$ cat config.mk
export PLATFORM = sky130hd
export DESIGN_NAME = sram_port_arbiter
export DESIGN_NICKNAME = d
export VERILOG_FILES = /design/src/rtl/sram_arb_pkg.sv /design/src/rtl/rr_arbiter.sv /design/src/rtl/sram_port_arbiter.sv
export SDC_FILE = /design/constraint.sdc
export NUM_CORES = 1
export LEC_CHECK = 0
export ABC_AREA = 0
export CORE_UTILIZATION = 24
export DETAILED_ROUTE_END_ITERATION = 10
export SETUP_SLACK_MARGIN = 0.2
export SLEW_MARGIN = 5
export SYNTH_ARGS = -nofsm -noshare
export SYNTH_HDL_FRONTEND = slang
export SYNTH_SLANG_ARGS = --single-unit
export TNS_END_PERCENT = 100
$ cat constraint.sdc
create_clock -name clk0 -period 2.2 [get_ports clk0]
set_input_delay 0.66 -clock clk0 [delete_from_list [all_inputs] [get_ports clk0]]
set_output_delay 0.66 -clock clk0 [all_outputs]
set_load 0.05 [all_outputs]
$ cat src/rtl/sram_arb_pkg.sv
// Shared constants and types for controllers that front a single-port OpenRAM macro.
package sram_arb_pkg;

  // Macro geometry: 512 words of 32 data bits plus one spare bit, byte masked.
  localparam int SRAM_ADDR_WIDTH = 9;
  localparam int SRAM_DATA_WIDTH = 33;
  localparam int SRAM_NUM_WMASKS = 4;

  // Edges from handshake to dout0 capture (pins registered, then macro sample).
  localparam int READ_LATENCY = 2;

  // Requester index width large enough for the maximum of four requesters.
  localparam int MAX_ID_WIDTH = 2;

  // One in-flight access slot: whether it returns data, and to whom.
  typedef struct packed {
    logic                    is_read;
    logic [MAX_ID_WIDTH-1:0] id;
  } inflight_t;

endpackage

$ cat src/rtl/rr_arbiter.sv
// Round-robin arbiter: combinational one-hot grant starting at a registered
// pointer; the pointer moves past the winner on every grant and holds when idle.
module rr_arbiter #(
  parameter int NUM_REQ   = 2,
  parameter int IDX_WIDTH = 2
) (
  input  logic               clk,
  input  logic               rst_n,
  input  logic [NUM_REQ-1:0] valid,
  output logic [NUM_REQ-1:0] grant
);

  logic [IDX_WIDTH-1:0] ptr_q;
  logic [IDX_WIDTH-1:0] ptr_d;

  // Search requesters in order ptr, ptr+1, ... and grant the first valid one.
  always_comb begin : arb
    int cand;
    int win;
    grant = '0;
    win   = -1;
    cand  = 0;
    for (int i = 0; i < NUM_REQ; i++) begin
      cand = int'(ptr_q) + i;
      if (cand >= NUM_REQ) begin
        cand = cand - NUM_REQ;
      end else begin
        cand = cand;
      end
      for (int j = 0; j < NUM_REQ; j++) begin
        if ((win < 0) && (cand == j) && valid[j]) begin
          win      = j;
          grant[j] = 1'b1;
        end else begin
          win = win;
        end
      end
    end
    if (win < 0) begin
      ptr_d = ptr_q;
    end else if (win == NUM_REQ - 1) begin
      ptr_d = '0;
    end else begin
      ptr_d = IDX_WIDTH'(win + 1);
    end
  end

  // Pointer register, cleared by reset.
  always_ff @(posedge clk) begin
    if (!rst_n) begin
      ptr_q <= '0;
    end else begin
      ptr_q <= ptr_d;
    end
  end

endmodule

$ cat src/rtl/sram_port_arbiter.sv
// Shares one 1RW SRAM macro port among NUM_REQ requesters with round-robin
// arbitration, registered macro pins and fixed-latency read return.
// Optional per-requester grant counters: define SRAM_ARB_STATS_EN.
module sram_port_arbiter
  import sram_arb_pkg::*;
#(
  parameter int NUM_REQ    = 2,
  parameter int ADDR_WIDTH = SRAM_ADDR_WIDTH,
  parameter int DATA_WIDTH = SRAM_DATA_WIDTH,
  parameter int NUM_WMASKS = SRAM_NUM_WMASKS,
  parameter int ID_WIDTH   = MAX_ID_WIDTH
) (
  input  logic                             clk0,
  input  logic                             rst0_n,
  input  logic [NUM_REQ-1:0]               req_valid,
  output logic [NUM_REQ-1:0]               req_ready,
  input  logic [NUM_REQ-1:0]               req_we,
  input  logic [NUM_REQ*ADDR_WIDTH-1:0]    req_addr,
  input  logic [NUM_REQ*DATA_WIDTH-1:0]    req_wdata,
  input  logic [NUM_REQ*NUM_WMASKS-1:0]    req_wmask,
  input  logic [NUM_REQ-1:0]               req_spare,
  output logic [NUM_REQ-1:0]               rsp_valid,
  output logic [DATA_WIDTH-1:0]            rsp_rdata,
  output logic                             sram_csb0,
  output logic                             sram_web0,
  output logic [NUM_WMASKS-1:0]            sram_wmask0,
  output logic                             sram_spare_wen0,
  output logic [ADDR_WIDTH-1:0]            sram_addr0,
  output logic [DATA_WIDTH-1:0]            sram_din0,
`ifdef SRAM_ARB_STATS_EN
  input  logic                             stats_clr,
  output logic [NUM_REQ*16-1:0]            grant_count,
`endif
  input  logic [DATA_WIDTH-1:0]            sram_dout0
);

  logic [NUM_REQ-1:0]    valid_s;
  logic [NUM_REQ-1:0]    grant_s;
  logic                  csb_q, csb_d, web_q, web_d, spare_q, spare_d;
  logic [NUM_WMASKS-1:0] wmask_q, wmask_d;
  logic [ADDR_WIDTH-1:0] addr_q, addr_d;
  logic [DATA_WIDTH-1:0] din_q, din_d, rdata_q, rdata_d;
  logic [NUM_REQ-1:0]    rsp_valid_q, rsp_valid_d;
  inflight_t             pipe_q [READ_LATENCY];
  inflight_t             pipe_d [READ_LATENCY];

  // Nobody is granted while reset is held.
  assign valid_s   = req_valid & {NUM_REQ{rst0_n}};
  assign req_ready = grant_s;

  rr_arbiter #(
    .NUM_REQ   (NUM_REQ),
    .IDX_WIDTH (ID_WIDTH)
  ) u_rr (
    .clk   (clk0),
    .rst_n (rst0_n),
    .valid (valid_s),
    .grant (grant_s)
  );

  // Select the winner's fields into the pin registers; idle cycles deselect
  // the macro and leave the other pins untouched; track the access in flight.
  always_comb begin
    csb_d       = 1'b1;
    web_d       = 1'b1;
    wmask_d     = wmask_q;
    spare_d     = spare_q;
    addr_d      = addr_q;
    din_d       = din_q;
    pipe_d[0]   = '0;
    for (int i = 0; i < NUM_REQ; i++) begin
      if (grant_s[i]) begin
        csb_d     = 1'b0;
        web_d     = ~req_we[i];
        addr_d    = req_addr[i*ADDR_WIDTH +: ADDR_WIDTH];
        din_d     = req_wdata[i*DATA_WIDTH +: DATA_WIDTH];
        wmask_d   = req_we[i] ? req_wmask[i*NUM_WMASKS +: NUM_WMASKS] : '0;
        spare_d   = req_we[i] ? req_spare[i] : 1'b0;
        pipe_d[0] = '{is_read: ~req_we[i], id: MAX_ID_WIDTH'(i)};
      end else begin
        pipe_d[0] = pipe_d[0];
      end
    end
    for (int k = 1; k < READ_LATENCY; k++) begin
      pipe_d[k] = pipe_q[k-1];
    end
  end

  // Oldest in-flight slot: a read there has dout0 valid now; pulse its owner.
  always_comb begin
    rsp_valid_d = '0;
    rdata_d     = rdata_q;
    for (int i = 0; i < NUM_REQ; i++) begin
      rsp_valid_d[i] = pipe_q[READ_LATENCY-1].is_read &&
                       (pipe_q[READ_LATENCY-1].id == MAX_ID_WIDTH'(i));
    end
    if (pipe_q[READ_LATENCY-1].is_read) begin
      rdata_d = sram_dout0;
    end else begin
      rdata_d = rdata_q;
    end
  end

  // Pin, pipeline and response registers; reset drops every in-flight read.
  always_ff @(posedge clk0) begin
    if (!rst0_n) begin
      csb_q       <= 1'b1;
      web_q       <= 1'b1;
      wmask_q     <= '0;
      spare_q     <= 1'b0;
      addr_q      <= '0;
      din_q       <= '0;
      rsp_valid_q <= '0;
      rdata_q     <= '0;
      for (int k = 0; k < READ_LATENCY; k++) begin
        pipe_q[k] <= '0;
      end
    end else begin
      csb_q       <= csb_d;
      web_q       <= web_d;
      wmask_q     <= wmask_d;
      spare_q     <= spare_d;
      addr_q      <= addr_d;
      din_q       <= din_d;
      rsp_valid_q <= rsp_valid_d;
      rdata_q     <= rdata_d;
      for (int k = 0; k < READ_LATENCY; k++) begin
        pipe_q[k] <= pipe_d[k];
      end
    end
  end

  assign sram_csb0       = csb_q;
  assign sram_web0       = web_q;
  assign sram_wmask0     = wmask_q;
  assign sram_spare_wen0 = spare_q;
  assign sram_addr0      = addr_q;
  assign sram_din0       = din_q;
  assign rsp_valid       = rsp_valid_q;
  assign rsp_rdata       = rdata_q;

`ifdef SRAM_ARB_STATS_EN
  logic [15:0] cnt_q [NUM_REQ];
  logic [15:0] cnt_d [NUM_REQ];

  // Saturating handshake counters; clear wins over a same-cycle grant.
  always_comb begin
    grant_count = '0;
    for (int i = 0; i < NUM_REQ; i++) begin
      if (stats_clr) begin
        cnt_d[i] = 16'h0000;
      end else if (grant_s[i] && (cnt_q[i] != 16'hFFFF)) begin
        cnt_d[i] = cnt_q[i] + 16'h0001;
      end else begin
        cnt_d[i] = cnt_q[i];
      end
      grant_count[i*16 +: 16] = cnt_q[i];
    end
  end

  // Counter registers.
  always_ff @(posedge clk0) begin
    for (int i = 0; i < NUM_REQ; i++) begin
      if (!rst0_n) begin
        cnt_q[i] <= 16'h0000;
      end else begin
        cnt_q[i] <= cnt_d[i];
      end
    end
  end
`endif

endmodule
==> impl_results.html, run 1 <==
<table>
<tr><th>Metric</th><th>Value</th></tr>
<tr><th colspan="2">Pwr</th></tr>
<tr><td>Sw Pwr</td><td>1.35 mW</td></tr>
<tr><td>Internal power summed over all cells</td><td>3.12 mW</td></tr>
<tr><td>P_leak</td><td>between 2 and 3 nW</td></tr>
<tr><td>Power share of the clock group</td><td>0.359</td></tr>
<tr><td>Combinational share of power</td><td>0.243</td></tr>
<tr><td>Sequential Power Share</td><td>0.397</td></tr>
<tr><td>Sw Share</td><td>0.302</td></tr>
<tr><td>Highest ir drop seen on vdd</td><td>approximately 0.00036 V</td></tr>
<tr><td>Pwr dens</td><td>roughly 690 nW/µm²</td></tr>
<tr><th colspan="2">Critical path</th></tr>
<tr><td>Critical path required time</td><td>1.54 ns</td></tr>
<tr><td>Critical path's top delay family</td><td>buffers and inverters</td></tr>
<tr><td>Launching element type of the critical path</td><td>input port</td></tr>
<tr><td>Critical path's largest stage delay</td><td>0.15 ns</td></tr>
<tr><td>Maximum fanout encountered on the critical timing path</td><td>2</td></tr>
<tr><td>Chain of cells forming the critical path</td><td>buf_2, o21ai_2, nand3_2, clkinvlp_4, buf_6</td></tr>
<tr><td>WS Path Type</td><td>in -&gt; out</td></tr>
<tr><td>Data arrival, critical path</td><td>1.31 ns</td></tr>
<tr><td>CP max-delay cell</td><td>sky130_fd_sc_hd__o21ai_2</td></tr>
<tr><td>Setup crit end kind</td><td>primary output</td></tr>
<tr><td>Worst path buffer plus inverter count</td><td>3</td></tr>
<tr><th colspan="2">Synth</th></tr>
<tr><td>Count of yosys warnings during synthesis</td><td>0</td></tr>
<tr><td>Proportion of synthesized chip area in sequential cells</td><td>0.467</td></tr>
<tr><td>Area fraction of the dominant cell type after synthesis</td><td>0.467</td></tr>
<tr><td>Prevailing post-synth register cell</td><td>sky130_fd_sc_hd__dfxtp_1</td></tr>
<tr><td>Synth area leader</td><td>sky130_fd_sc_hd__dfxtp_1</td></tr>
<tr><td>Flop and latch count out of synthesis</td><td>90</td></tr>
<tr><td>Mean instance size in the synthesized netlist</td><td>9.21 µm²</td></tr>
<tr><td>Async SR Flop Fraction</td><td>0</td></tr>
<tr><td>Number of instances in the synthesized netlist</td><td>419</td></tr>
<tr><td>Count of distinct cell types in the synthesized netlist</td><td>27</td></tr>
<tr><td>Dominant cells by area after synthesis</td><td>sky130_fd_sc_hd__dfxtp_1 47%, sky130_fd_sc_hd__o31ai_1 9.1%, sky130_fd_sc_hd__mux2i_1 8.6%, sky130_fd_sc_hd__a31oi_1 7.5%, sky130_fd_sc_hd__nand3_1 5.6%</td></tr>
<tr><td>Net count of the mapped netlist</td><td>552</td></tr>
<tr><td>Cell area after synthesis</td><td>3860 µm²</td></tr>
<tr><td>Post-synth EDFFs</td><td>0</td></tr>
<tr><th colspan="2">Timing</th></tr>
<tr><td>Final count of negative-setup-slack endpoints</td><td>0</td></tr>
<tr><td>Setup_tns</td><td>0 ns</td></tr>
<tr><td>Share of the clock period used by the worst path</td><td>0.894</td></tr>
<tr><td>Slew margin rel.</td><td>0.625</td></tr>
<tr><td>Final Hold Viols</td><td>0</td></tr>
<tr><td>Maximum clock frequency</td><td>509 MHz</td></tr>
<tr><td>Worst Tran Pin Value</td><td>0.563 ns</td></tr>
<tr><td>RSZ-0062 raised after global routing</td><td>true</td></tr>
<tr><td>Setup Skew</td><td>0.00582 ns</td></tr>
<tr><td>Number of max-slew violations in the final report</td><td>0</td></tr>
<tr><td>Post-layout worst setup margin</td><td>between 0.2 and 0.25 ns</td></tr>
<tr><td>Post-route minimum period</td><td>1.97 ns</td></tr>
<tr><th colspan="2">Floorplan</th></tr>
<tr><td>Ports placed on the boundary</td><td>219</td></tr>
<tr><td>Site Rows</td><td>45</td></tr>
<tr><td>Floorplan die width</td><td>129 µm</td></tr>
<tr><td>Initial standard-cell utilization of the core</td><td>0.250</td></tr>
<tr><td>Core Area</td><td>15400 µm²</td></tr>
<tr><td>DIE AREA</td><td>16600 µm²</td></tr>
<tr><td>Die Y</td><td>~130 µm</td></tr>
<tr><th colspan="2">Clock network</th></tr>
<tr><td>Hold_buf cts</td><td>0</td></tr>
<tr><td>Root cell of the clock tree</td><td>sky130_fd_sc_hd__clkbuf_16</td></tr>
<tr><td>CTS sink count</td><td>90</td></tr>
<tr><td>Clock transition at the registers of the reported paths</td><td>0.06 ns</td></tr>
<tr><td>CTS buffer count</td><td>9</td></tr>
<tr><td>Number of setup buffers added after CTS</td><td>0</td></tr>
<tr><td>Number of buffers between clock root and the deepest sink</td><td>2</td></tr>
<tr><td>Number of H-tree branching levels</td><td>3</td></tr>
<tr><td>Clock tree from TritonCTS</td><td>built</td></tr>
<tr><td>Insertion delay to the later sink of the worst-skew pair</td><td>0.34 ns</td></tr>
<tr><th colspan="2">Placement</th></tr>
<tr><td>DP Wirelength</td><td>9280 µm</td></tr>
<tr><td>Cell area after placement</td><td>6260 µm²</td></tr>
<tr><td>Setup slack at placement</td><td>-0.134 ns</td></tr>
<tr><td>Number of port buffers</td><td>218</td></tr>
<tr><td>Final weighted congestion in routability-driven placement</td><td>between 0.7 and 0.8</td></tr>
<tr><td>Post-Place Cells</td><td>about 820</td></tr>
<tr><th colspan="2">Min path</th></tr>
<tr><td>Path type of the worst min-delay path</td><td>reg -&gt; reg</td></tr>
<tr><th colspan="2">GRT</th></tr>
<tr><td>Largest net degree at the start of global routing</td><td>50</td></tr>
<tr><td>Wire length of the first global-routing pass</td><td>20200 µm</td></tr>
<tr><td>Residual overflow from global routing</td><td>0</td></tr>
<tr><td>Vias in the first global route</td><td>3955</td></tr>
<tr><td>Global Route Usage Sum</td><td>0.157</td></tr>
<tr><td>Number of antenna violations at the first check in global routing</td><td>0</td></tr>
<tr><th colspan="2">Drt</th></tr>
<tr><td>Wirelength, routed</td><td>13300 µm</td></tr>
<tr><td>Number of vias after detailed routing</td><td>4031</td></tr>
<tr><td>Final ANT Viol Nets</td><td>0</td></tr>
<tr><td>Post-route DRC</td><td>0</td></tr>
<tr><td>Via/cell ratio</td><td>4.84</td></tr>
<tr><td>1st-iter DRT viols</td><td>188</td></tr>
<tr><td>DR WL/cell</td><td>roughly 16 µm</td></tr>
<tr><td>Number of detailed-routing iterations run before antenna repair</td><td>4</td></tr>
<tr><th colspan="2">Finish</th></tr>
<tr><td>Commonest non-fill, non-tap cells in the layout</td><td>129 x sky130_fd_sc_hd__clkdlybuf4s50_1, 88 x sky130_fd_sc_hd__dfxtp_1, 71 x sky130_fd_sc_hd__dlygate4sd2_1, 47 x sky130_fd_sc_hd__o31ai_1, 46 x sky130_fd_sc_hd__a31oi_1</td></tr>
<tr><td>Fraction of final layout cells with drive strength greater than 1</td><td>0.108</td></tr>
<tr><td>Post-route cell area</td><td>roughly 6500 µm²</td></tr>
<tr><td>Most frequent standard cell in the layout excluding fill and tap cells</td><td>sky130_fd_sc_hd__clkdlybuf4s50_1</td></tr>
<tr><td>Area used by multi-input combinational logic</td><td>between 1500 and 2000 µm²</td></tr>
<tr><td>Cell Count, Final, Fillers Out</td><td>~830</td></tr>
<tr><td>Antenna Diode Count</td><td>0</td></tr>
<tr><td>Fillers</td><td>1544</td></tr>
<tr><td>Area taken by flip-flops and latches</td><td>between 1500 and 2000 µm²</td></tr>
<tr><td>Utilization after layout</td><td>0.421</td></tr>
<tr><td>Total Nets Final</td><td>between 700 and 800</td></tr>
<tr><td>Area overhead of the layout relative to synthesis</td><td>68.3%</td></tr>
<tr><th colspan="2">Run status</th></tr>
<tr><td>Result of the run</td><td>completed</td></tr>
<tr><th colspan="2">Job</th></tr>
<tr><td>Number of maximum-capacitance violations</td><td>0</td></tr>
</table>
==> per-layer routing <==
layer  part of all wire  wire length [µm]  track usage
met1               0.44              5820        0.188
met2               0.47              6260        0.264
met3              0.075              1010       0.0449
met4              0.018               244       0.0637
met5                  0                 0            0
==> cell usage after synthesis (all sizes together), types with 3 or more instances <==
cell type  instances
a31oi             47
and2               3
buf               28
clkbuf            24
dfxtp             90
mux2i             33
nand2              5
nand3             43
nand4              5
nor2               4
nor2b             33
o211ai             5
o21ai             43
o31ai             47
==> worst reg2reg max path: cells and delay by family (launching register included) <==
family,cells,cell delay [ns]
compound gates,2,0.36
buf+inv,1,0.43
flops,1,0.37
simple gates,1,0.25
==> path summary, 6_finish.rpt <==
path	depth (start not counted)	end	slack [ns]	startpoint
worst max-delay path	5	req_ready[0]	0.23	req_valid[1]
worst min-delay path	1	rsp_valid[0]$_SDFF_PN0_	0.40	pipe_q[0][3]$_SDFF_PN0_
worst max register to register	4	sram_din0[27]$_SDFFE_PN0P_	0.72	u_rr.ptr_q[0]$_SDFFE_PN0N_
worst min register to register	1	rsp_valid[0]$_SDFF_PN0_	0.40	pipe_q[0][3]$_SDFF_PN0_
==> logic make-up after synthesis <==
group / count (synthesis) / synth area share
AO/OA/AOI/OAI: 146 / 0.244
AND/OR/NAND/NOR: 97 / 0.138
flip-flops: 90 / 0.467
buffers and inverters: 53 / 0.0655
multiplexers: 33 / 0.0856
==> state kept, by name, indices dropped and copies added, names as in the netlist <==
name,count
pipe_q,4
rsp_rdata,33
rsp_valid,2
sram_addr0,9
sram_csb0,1
sram_din0,33
sram_spare_wen0,1
sram_web0,1
sram_wmask0,4
u_rr.ptr_q,2
==> cell type report <==
type,count,share of cell area
repair buffers,238,0.349
well taps,211,0.0406
multi-input cells,276,0.283
flip-flops and latches,90,0.278
inverters,1,0.00116
clock inverters,5,0.00924
clock buffers,11,0.0389
==> stage by stage <==
stage	hold slack (ns)	power, mW
4_1_cts	0.404	4.53
3_5_place_dp	0.394	2.96
2_1_floorplan	0.384	2.43
5_1_grt	0.415	4.68
6_report	0.403	4.47
3_3_place_gp	0.397	2.95
==> repair_timing <==
action                     in CTS  in global routing
setup endpoints to repair      73                  2
pin swaps                       1                  2
hold endpoints to repair        0                  0
resized for setup              78                  3
==> power by group through the flow <==
stage          clock, mW  sequential (mW)  combinational [mW]
6_report            1.61             1.78                1.09
5_1_grt             1.74             1.79                1.15
4_1_cts             1.66             1.78                1.09
3_5_place_dp           0             1.82                1.14
3_3_place_gp           0             1.81                1.14
2_1_floorplan          0             2.13               0.306
Note: power is estimated with default switching activity, not from simulation.
==> run 2: changes to the inputs <==
CTS_BUF_LIST = sky130_fd_sc_hd__clkbuf_8   (was default)
SETUP_SLACK_MARGIN = 0.1   (was 0.2)
==> run 2 against run 1 <==
Compared with the run above:
- worst hold slack gained 0.013 ns
- sequential power is essentially flat
- clock skew is 0.0019 ns higher
- combinational power about the same
- via count is 0.57% lower
- sequential cell count stayed put
- first-iteration DRC count is 13% lower
- register-to-register slack lost 0.07 ns
- maximum frequency decreased by 3.9%
- largest power group unchanged
- highest routed layer unchanged
==> impl_results.html, run 2 (same netlist as run 1, synthesis figures left out) <==
<table>
<tr><th>Metric</th><th>Value</th></tr>
<tr><th colspan="2">Placement</th></tr>
<tr><td>DP Wirelength</td><td>9170 µm (-1.2%)</td></tr>
<tr><td>Setup slack at placement</td><td>-0.115 ns (+0.0190 ns)</td></tr>
<tr><td>Final weighted congestion in routability-driven placement</td><td>0.725 (-3.2%)</td></tr>
<tr><td>Number of port buffers</td><td>218 (unchanged)</td></tr>
<tr><th colspan="2">Pwr</th></tr>
<tr><td>P_leak</td><td>2.50 nW (-1.9%)</td></tr>
<tr><td>Pwr dens</td><td>637 nW/µm² (-7.4%)</td></tr>
<tr><td>Highest ir drop seen on vdd</td><td>0.000229 V (-37%)</td></tr>
<tr><td>Power after layout</td><td>4.05 mW (-9.4%)</td></tr>
<tr><th colspan="2">Drt</th></tr>
<tr><td>Post-route DRC</td><td>0 (unchanged)</td></tr>
<tr><td>Number of vias after detailed routing</td><td>4008 (-0.57%)</td></tr>
<tr><td>Wirelength, routed</td><td>13500 µm (+1.1%)</td></tr>
<tr><td>Number of detailed-routing iterations run before antenna repair</td><td>4 (unchanged)</td></tr>
<tr><td>Final ANT Viol Nets</td><td>0 (unchanged)</td></tr>
<tr><td>1st-iter DRT viols</td><td>164 (-13%)</td></tr>
<tr><td>Via/cell ratio</td><td>4.81 (-0.81%)</td></tr>
<tr><td>DR WL/cell</td><td>16.2 µm (+0.81%)</td></tr>
<tr><th colspan="2">Clock network</th></tr>
<tr><td>Hold_buf cts</td><td>0 (unchanged)</td></tr>
<tr><td>Clock tree from TritonCTS</td><td>built</td></tr>
<tr><td>Number of H-tree branching levels</td><td>3 (unchanged)</td></tr>
<tr><td>Root cell of the clock tree</td><td>sky130_fd_sc_hd__clkbuf_8</td></tr>
<tr><td>Insertion delay to the later sink of the worst-skew pair</td><td>0.37 ns (+0.03 ns)</td></tr>
<tr><td>CTS sink count</td><td>90 (unchanged)</td></tr>
<tr><td>CTS buffer count</td><td>9 (unchanged)</td></tr>
<tr><td>Number of buffers between clock root and the deepest sink</td><td>2 (unchanged)</td></tr>
<tr><td>Clock transition at the registers of the reported paths</td><td>0.09 ns (+0.03 ns)</td></tr>
<tr><th colspan="2">Floorplan</th></tr>
<tr><td>DIE AREA</td><td>16600 µm² (unchanged)</td></tr>
<tr><td>Site Rows</td><td>45 (unchanged)</td></tr>
<tr><td>Floorplan die width</td><td>129 µm (unchanged)</td></tr>
<tr><td>Initial standard-cell utilization of the core</td><td>0.250 (unchanged)</td></tr>
<tr><td>Ports placed on the boundary</td><td>219 (unchanged)</td></tr>
<tr><td>Core Area</td><td>15400 µm² (unchanged)</td></tr>
<tr><td>Die Y</td><td>129 µm (unchanged)</td></tr>
<tr><th colspan="2">Critical path</th></tr>
<tr><td>Critical path's largest stage delay</td><td>0.19 ns (+0.04 ns)</td></tr>
<tr><td>Critical path's top delay family</td><td>buffers and inverters</td></tr>
<tr><td>WS Path Type</td><td>in -&gt; out</td></tr>
<tr><td>Worst path buffer plus inverter count</td><td>3 (unchanged)</td></tr>
<tr><td>Chain of cells forming the critical path</td><td>buf_2, o21ai_1, nand3_1, clkinvlp_4, buf_4</td></tr>
<tr><td>Critical path required time</td><td>1.54 ns (about the same)</td></tr>
<tr><td>Launching element type of the critical path</td><td>input port</td></tr>
<tr><td>CP max-delay cell</td><td>sky130_fd_sc_hd__buf_4</td></tr>
<tr><td>Startpoint of the worst-slack reg-to-reg timing path</td><td>u_rr.ptr_q[0]$_SDFFE_PN0N_</td></tr>
<tr><td>Setup crit end kind</td><td>primary output</td></tr>
<tr><td>Data arrival, critical path</td><td>1.39 ns (+0.08 ns)</td></tr>
<tr><td>Maximum fanout encountered on the critical timing path</td><td>5 (+3)</td></tr>
<tr><td>Critical path launch point</td><td>req_valid[1]</td></tr>
<tr><th colspan="2">GRT</th></tr>
<tr><td>Number of antenna violations at the first check in global routing</td><td>1 (+1)</td></tr>
<tr><td>Residual overflow from global routing</td><td>0 (unchanged)</td></tr>
<tr><td>Largest net degree at the start of global routing</td><td>50 (unchanged)</td></tr>
<tr><td>Vias in the first global route</td><td>3991 (+0.91%)</td></tr>
<tr><td>Global Route Usage Sum</td><td>0.160 (+0.00318)</td></tr>
<tr><td>Wire length of the first global-routing pass</td><td>20500 µm (+1.7%)</td></tr>
<tr><th colspan="2">Timing</th></tr>
<tr><td>Slew margin rel.</td><td>0.625 (about the same)</td></tr>
<tr><td>Final count of negative-setup-slack endpoints</td><td>0 (unchanged)</td></tr>
<tr><td>Maximum clock frequency</td><td>489 MHz (-3.9%)</td></tr>
<tr><td>RSZ-0062 raised after global routing</td><td>false</td></tr>
<tr><td>Post-route minimum period</td><td>2.05 ns (+0.0791 ns)</td></tr>
<tr><td>Post-layout worst setup margin</td><td>0.155 ns (-0.0791 ns)</td></tr>
<tr><td>Worst Tran Pin Value</td><td>0.563 ns (+0.0000467 ns)</td></tr>
<tr><td>Share of the clock period used by the worst path</td><td>0.930 (+0.0360)</td></tr>
<tr><td>Setup Skew</td><td>0.00774 ns (+0.00192 ns)</td></tr>
<tr><td>Number of max-slew violations in the final report</td><td>0 (unchanged)</td></tr>
<tr><td>Final Hold Viols</td><td>0 (unchanged)</td></tr>
<tr><th colspan="2">Finish</th></tr>
<tr><td>Fillers</td><td>1546 (+0.13%)</td></tr>
<tr><td>Area overhead of the layout relative to synthesis</td><td>64.8%</td></tr>
<tr><td>Area used by multi-input combinational logic</td><td>1820 µm² (-1.1%)</td></tr>
<tr><td>Area taken by flip-flops and latches</td><td>1800 µm² (-0.14%)</td></tr>
<tr><td>Total Nets Final</td><td>750 (+0.13%)</td></tr>
<tr><td>Commonest non-fill, non-tap cells in the layout</td><td>129 x sky130_fd_sc_hd__clkdlybuf4s50_1, 88 x sky130_fd_sc_hd__dfxtp_1, 78 x sky130_fd_sc_hd__dlygate4sd2_1, 47 x sky130_fd_sc_hd__o31ai_1, 46 x sky130_fd_sc_hd__a31oi_1</td></tr>
<tr><td>Most frequent standard cell in the layout excluding fill and tap cells</td><td>sky130_fd_sc_hd__clkdlybuf4s50_1</td></tr>
<tr><td>Fraction of final layout cells with drive strength greater than 1</td><td>0.0900 (-0.0179)</td></tr>
<tr><th colspan="2">Run status</th></tr>
<tr><td>Result of the run</td><td>completed</td></tr>
<tr><th colspan="2">Job</th></tr>
<tr><td>Number of maximum-capacitance violations</td><td>0 (unchanged)</td></tr>
<tr><th colspan="2">Min path</th></tr>
<tr><td>Path type of the worst min-delay path</td><td>reg -&gt; reg</td></tr>
<tr><td>Launch point of the worst hold path</td><td>pipe_q[0][3]$_SDFF_PN0_</td></tr>
</table>
[run 2: path summary, 6_finish.rpt]
kind	end	slack [ns]	cells past startpoint
worst max-delay path	req_ready[0]	0.15	5
worst min-delay path	rsp_valid[0]$_SDFF_PN0_	0.42	1
worst max register to register	sram_din0[14]$_SDFFE_PN0P_	0.65	5
worst min register to register	rsp_valid[0]$_SDFF_PN0_	0.42	1
[run 2: repair_timing]
item,4_1_cts,5_1_grt
pin swaps,0,1
endpoints found under the setup margin,80,1
buffers inserted,0,1
resized for setup,80,2
gates cloned,0,0
endpoints found under the hold margin,0,0
[run 2: layout make-up]
type / instances / share of cell area
clock inverter: 6 / 0.0112
sequential: 90 / 0.284
antenna: 1 / 0.000393
clock buffer: 10 / 0.0216
tap: 211 / 0.0415
multi-input combinational: 276 / 0.286
inverter: 1 / 0.00118
timing repair buffer: 239 / 0.355
[run 2: worst register-to-register path: stages (launching register included)]
cell,delay (ns)
sky130_fd_sc_hd__dfxtp_2,0.37
sky130_fd_sc_hd__and2b_1,0.22
sky130_fd_sc_hd__buf_4,0.10
sky130_fd_sc_hd__buf_4,0.40
sky130_fd_sc_hd__o21ai_0,0.22
sky130_fd_sc_hd__a31oi_1,0.18
[run 2: routing by layer]
metal / global-route usage / wire (µm) / up-vias
li1: - / - / 1949
met1: 0.194 / 6010 / 1863
met2: 0.271 / 6200 / 182
met3: 0.0374 / 1030 / 14
met4: 0.0706 / 238 / 0
met5: 0 / 0 / -
[run 2: where the power goes]
part / total [mW] / leakage, nW / internal (mW) / switching [mW]
Clock: 1.20 / 0.0995 / 0.566 / 0.634
Sequential: 1.77 / 0.742 / 1.73 / 0.0487
Combinational: 1.08 / 1.66 / 0.437 / 0.641
Total: 4.05 / 2.50 / 2.73 / 1.32
[run 2: stage by stage]
step                      instances  hold WS [ns]  instance area [µm²]  utilization  setup TNS, ns
after global routing            833         0.442                 6360        0.412              0
final                           834         0.416                 6360        0.412              0
after floorplan                 419         0.384                 3870            -              0
after global placement          816         0.390                 6240        0.405         -0.152
after detailed placement        816         0.397                 6240        0.405         -0.214
after CTS                       832         0.412                 6350        0.412              0
==> run 3: changes to the inputs <==
CTS_CLUSTER_SIZE = 30   (was default)
==> results of run 3 <==
Final layout, timing and power as in run 2 (identical DEF).
